<file path="src/rtl/muli_iter_pkg.sv">
// Shared definitions for the iterative shift-add multiplier: FSM encoding and counter sizing.
package muli_iter_pkg;

    typedef enum logic [1:0] {
        IDLE = 2'b00,
        BUSY = 2'b01,
        DONE = 2'b10
    } state_t;

    // Step counter width for a given operand width (never narrower than 1 bit).
    function automatic int cnt_width(input int data_type);
        return (data_type <= 2) ? 1 : $clog2(data_type);
    endfunction

endpackage

</file>
<file path="src/rtl/join_type.sv">
// N-way valid/ready join: the output fires only when every input is valid, and each
// input is told ready only when the consumer is ready and all the other inputs are valid.
module join_type #(
    parameter int SIZE = 2
) (
    input  logic [SIZE-1:0] ins_valid,
    output logic [SIZE-1:0] ins_ready,
    output logic            outs_valid,
    input  logic            outs_ready
);

    always_comb begin
        // NOTE: every output of a combinational block gets a default first so no latch is inferred.
        ins_ready  = '0;
        outs_valid = &ins_valid;
        for (int i = 0; i < SIZE; i++) begin
            ins_ready[i] = outs_ready;
            for (int j = 0; j < SIZE; j++) begin
                if (j != i) begin
                    ins_ready[i] = ins_ready[i] & ins_valid[j];
                end
            end
        end
    end

endmodule

</file>
<file path="src/rtl/muli_iter.sv">
// Iterative shift-add multiplier: result = (lhs*rhs) mod 2^DATA_TYPE after a fixed
// DATA_TYPE-cycle latency, with joined lhs/rhs input channels and one result channel.
module muli_iter
    import muli_iter_pkg::*;
#(
    parameter int DATA_TYPE = 32
) (
    input  logic                 clk,
    input  logic                 rst,
    input  logic [DATA_TYPE-1:0] lhs,
    input  logic                 lhs_valid,
    input  logic [DATA_TYPE-1:0] rhs,
    input  logic                 rhs_valid,
    input  logic                 result_ready,
    output logic [DATA_TYPE-1:0] result,
    output logic                 result_valid,
    output logic                 lhs_ready,
    output logic                 rhs_ready
);

    localparam int            CW   = cnt_width(DATA_TYPE);
    localparam logic [CW-1:0] LAST = CW'(DATA_TYPE - 1);

    state_t               state, state_next;
    logic [DATA_TYPE-1:0] a, b, acc, acc_next;
    logic [CW-1:0]        cnt;
    logic                 can_accept, join_valid, accept, last_step;
    logic [1:0]           ins_ready;

    assign can_accept = (state == IDLE) | ((state == DONE) & result_ready);
    assign accept     = join_valid & can_accept;
    assign last_step  = (state == BUSY) && (cnt == LAST);
    assign acc_next   = b[0] ? acc + a : acc;

    join_type #(.SIZE(2)) u_join (
        .ins_valid  ({rhs_valid, lhs_valid}),
        .ins_ready  (ins_ready),
        .outs_valid (join_valid),
        .outs_ready (can_accept)
    );

    assign {rhs_ready, lhs_ready} = ins_ready;

    always_ff @(posedge clk or negedge rst) begin
        if (!rst) begin
            state <= IDLE;
        end else begin
            state <= state_next;
        end
    end

    always_comb begin
        state_next = state;
        unique case (state)
            IDLE:    if (accept)       state_next = BUSY;
            BUSY:    if (last_step)    state_next = DONE;
            DONE:    if (result_ready) state_next = accept ? BUSY : IDLE;
            default: state_next = IDLE;
        endcase
    end

    // Fixed latency: all DATA_TYPE steps always run, even once b has shifted to zero.
    always_ff @(posedge clk or negedge rst) begin
        if (!rst) begin
            // NOTE: datapath registers are individual flops, not memory, so they all reset cleanly.
            a   <= '0;
            b   <= '0;
            acc <= '0;
            cnt <= '0;
        end else if (accept) begin
            // NOTE: non-blocking assignments so every register samples pre-edge values.
            a   <= lhs;
            b   <= rhs;
            acc <= '0;
            cnt <= '0;
        end else if (state == BUSY) begin
            acc <= acc_next;
            a   <= a << 1;
            b   <= b >> 1;
            cnt <= last_step ? '0 : cnt + 1'b1;
        end
    end

    always_ff @(posedge clk or negedge rst) begin
        if (!rst) begin
            result       <= '0;
            result_valid <= 1'b0;
        end else if (last_step) begin
            result       <= acc_next;
            result_valid <= 1'b1;
        end else if ((state == DONE) && result_ready) begin
            result_valid <= 1'b0;
        end
    end

endmodule

</file>
<file path="config.mk">
export PLATFORM = sky130hd
export DESIGN_NAME = muli_iter
export DESIGN_NICKNAME = d
export VERILOG_FILES = /design/src/rtl/muli_iter_pkg.sv /design/src/rtl/join_type.sv /design/src/rtl/muli_iter.sv
export SDC_FILE = /design/constraint.sdc
export NUM_CORES = 1
export LEC_CHECK = 0
export CAP_MARGIN = 10
export CORE_ASPECT_RATIO = 1.1
export CORE_MARGIN = 2
export CORE_UTILIZATION = 30
export DETAILED_ROUTE_END_ITERATION = 8
export GPL_TIMING_DRIVEN = 1
export HOLD_SLACK_MARGIN = 0.05
export SYNTH_ARGS = -nofsm -noshare
export SYNTH_HDL_FRONTEND = slang
export SYNTH_SLANG_ARGS = --single-unit
</file>
<file path="constraint.sdc">
create_clock -name clk -period 9.15 [get_ports clk]
set_input_delay 1.83 -clock clk [delete_from_list [all_inputs] [get_ports clk]]
set_output_delay 1.83 -clock clk [all_outputs]
set_load 0.05 [all_outputs]
</file>
==> flow_metrics.env <==
export IMPL_yosysTopAreaCellShare_pct=45.48
export IMPL_synth_ff_latch_count=136
export IMPL_fillers=2495
export IMPL_status="finished, final reports clean"
export IMPL_dieArea_um2=26230
export IMPL_critical_path_top_delay_family="buffers and inverters"
export IMPL_nets=1002
export IMPL_setup_viol=0
export IMPL_drt_first_iter_violations=295
export IMPL_cp_required_ps=7320
export IMPL_cts_hold_buf=0
export IMPL_p_leak_nw=4.341
export IMPL_htreeDepth=4
export IMPL_synth_edf_count=0
export IMPL_grt_start_max_net_pins=73
export IMPL_clock_root_buffer="clkbuf_16"
export IMPL_synthTopCellsByArea="dfrtp_1, nand2_1, a22oi_1, ha_1, o21ai_0"
export IMPL_crit_top_cell="clkdlybuf4s50_1"
export IMPL_cts_sinks=136
export IMPL_power_mw=3.461
export IMPL_wire_per_inst_um=15.69
export IMPL_fp_dieH_um=169.7
export IMPL_max_cap_viol_count=0
export IMPL_drive_above_1_share_pct=6.908
export IMPL_vias=6173
export IMPL_start_kind="primary input"
export IMPL_yosysWarnings=0
export IMPL_syn_to_final_growth_pct=25.45
export IMPL_worstSetupEndpointType="output port"
export IMPL_hp_class="flop to flop"
export IMPL_finalHoldViolCount=0
export IMPL_synthFlopType="dfrtp_1"
export IMPL_drcViolationCount=0
export IMPL_finalClockSkew_ps=6.992
export IMPL_fin_crit_sh_pct=58.60
export IMPL_die_w_um=154.6
export IMPL_final_cell_mix="nand2_1, dfrtp_1, clkdlybuf4s50_1"
export IMPL_clock_path_buffers=2
export IMPL_rows=60
export IMPL_dp_hpwl_um=12720
export IMPL_avgSynthCellArea_um2=9.104
export IMPL_synthArstFlopShare_pct=100.0
export IMPL_grt_pass1_vias=6059
export IMPL_post_cts_buffers=0
export IMPL_critical_path_max_stage_delay_ps=810
export IMPL_slowest_stage="clkdlybuf4s50_1"
export IMPL_layout_commonest_cell="nand2_1"
export IMPL_tightestPinTransition_ps=914.9
export IMPL_avgViaCountPerCell=5.052
export IMPL_cts_resized=0
export IMPL_clock_latency_ps=430
export IMPL_antenna_found_initial=0
export IMPL_crit_chain="clkdlybuf4s50_1 -> inv_1 -> a21oi_1 -> and2_1 -> clkdlybuf4s50_1"
export IMPL_cp_buffers_inverters=3
export IMPL_critical_path_class="primary input to output port"
export IMPL_grt_ovfl_total=0
export IMPL_antenna_diode_count=0
export IMPL_place_ws_ps=3786
export IMPL_cts_tree="yes"
export IMPL_slew_viol_final=0
export IMPL_setup_slack_ps=3788
export IMPL_coreArea_um2=24470
export IMPL_synth_fp_nets=925
export IMPL_gp_congestion=0.8039
export IMPL_syn_area_um2=7483
export IMPL_max_freq_mhz=186.5
export IMPL_globalRouteTotalUtil_pct=15.06
export IMPL_netlist_instances=822
export IMPL_arrival_ps=3530
export IMPL_ir_drop_mv=0.1454
export IMPL_ios=104
export IMPL_power_density_nw_per_um2=368.7
export IMPL_crit_fanout=3
export IMPL_grt_pass1_wl_um=31680
export IMPL_rsz0062_at_grt="false"
export IMPL_cts_buffers=17
export IMPL_yosysSeqAreaShare_pct=45.48
export IMPL_fin_setup_tns_ps=0
export IMPL_detail_route_antenna_nets=0
export IMPL_io_buffers=103
export IMPL_yosysTopAreaCell="dfrtp_1"
export IMPL_drtPass1Iterations=5
export IMPL_initial_core_util_pct=30.58
export IMPL_clkTransAtPathRegs_ps=60
export IMPL_drt_wl_total_um=19170
export IMPL_synth_cell_types=58
export IMPL_fin_crit_ps=5362
export IMPL_max_slew_margin_pct=39.01
-- report_power, final --
part           internal [mW]  switching, mW  leakage, nW
registers              0.849          0.177         1.77
clock network          0.429          0.284        0.282
logic                  0.671           1.05         2.29
-- cell families (layout without fill, tap and decap cells) --
family / count (synthesis) / after routing / synth area share [%]
buf+inv: 72 / 162 / 3.628
compound gates: 224 / 224 / 20.48
xor+xnor: 30 / 30 / 3.611
flops: 136 / 136 / 45.48
fa+ha+maj: 34 / 34 / 5.785
mux: 25 / 25 / 3.461
simple gates: 301 / 301 / 17.56
-- synth_stat cells, drive strengths merged, types with 4 or more instances --
master / count
a21oi: 33
nand3: 34
nand4: 7
mux2i: 21
o21bai: 4
and2: 7
o21ai: 67
xnor2: 19
a21o: 22
xor2: 11
buf: 4
dfrtp: 136
nand3b: 6
clkbuf: 50
nor3: 4
a41oi: 4
ha: 33
mux2: 4
nand2b: 4
nor3b: 6
a22oi: 58
inv: 18
and3: 6
nor2: 23
nand2: 198
a211oi: 5
a31oi: 5
-- final timing paths --
path	from	endpoint	slack [ps]	cells past startpoint
max in group asynchronous	rst	b[0]$_DFFE_PN0P_	6410	2
hold reg to reg	result[17]$_DFFE_PN0P_	result[17]$_DFFE_PN0P_	460	2
setup / recovery	result_ready	lhs_ready	3790	5
setup reg to reg	a[0]$_DFFE_PN0P_	result[30]$_DFFE_PN0P_	5700	11
hold / removal	result[17]$_DFFE_PN0P_	result[17]$_DFFE_PN0P_	460	2
min in group asynchronous	rst	result[9]$_DFFE_PN0P_	1400	1
-- flip-flops by register name, indices dropped and copies added (netlist names) --
register	flops
cnt	5
a	32
state	2
result	32
acc	32
b	32
result_valid	1
-- per-stage QoR --
stage	instances	cell area (µm²)	utilization [%]	hold slack (ps)
floorplan	822	7483	-	445.8
finish	1222	9388	38.36	464.5
CTS	1222	9388	38.36	471.0
detailed placement	1190	8785	35.89	456.3
global placement	1190	8785	35.89	451.8
global route	1222	9388	38.36	491.8
-- cell type report --
type                            instances  area (µm²)  share of cell area (%)
Timing Repair Buffer                  112        1100                   11.72
Multi-Input combinational cell        614        3825                   40.74
Tap cell                              310       387.9                   4.132
Sequential cell                       136        3405                   36.27
Inverter                               18       67.56                  0.7197
Clock buffer                           17       425.4                   4.532
Clock inverter                         15       177.7                   1.893
-- worst register-to-register path, delay by kind of cell (launching register included) --
family | cells | cell delay, ps
DFF | 1 | 410
AOI/OAI and AO/OA | 8 | 2090
adders and majority gates | 2 | 690
xor gates and xnor gates | 1 | 180
-- layer usage --
| metal | part of all wire [%] | up-vias | wire length (µm) | track usage [%] |
|---|---|---|---|---|
| met5 | 0 | - | 0 | 0 |
| met4 | 1.0 | 0 | 192 | 4.106 |
| met3 | 4.5 | 18 | 855 | 3.677 |
| met2 | 47 | 122 | 9064 | 25.25 |
| met1 | 47 | 2984 | 9058 | 19.43 |
| li1 | - | 3049 | - | - |
Power figures use the tool's default switching activity.
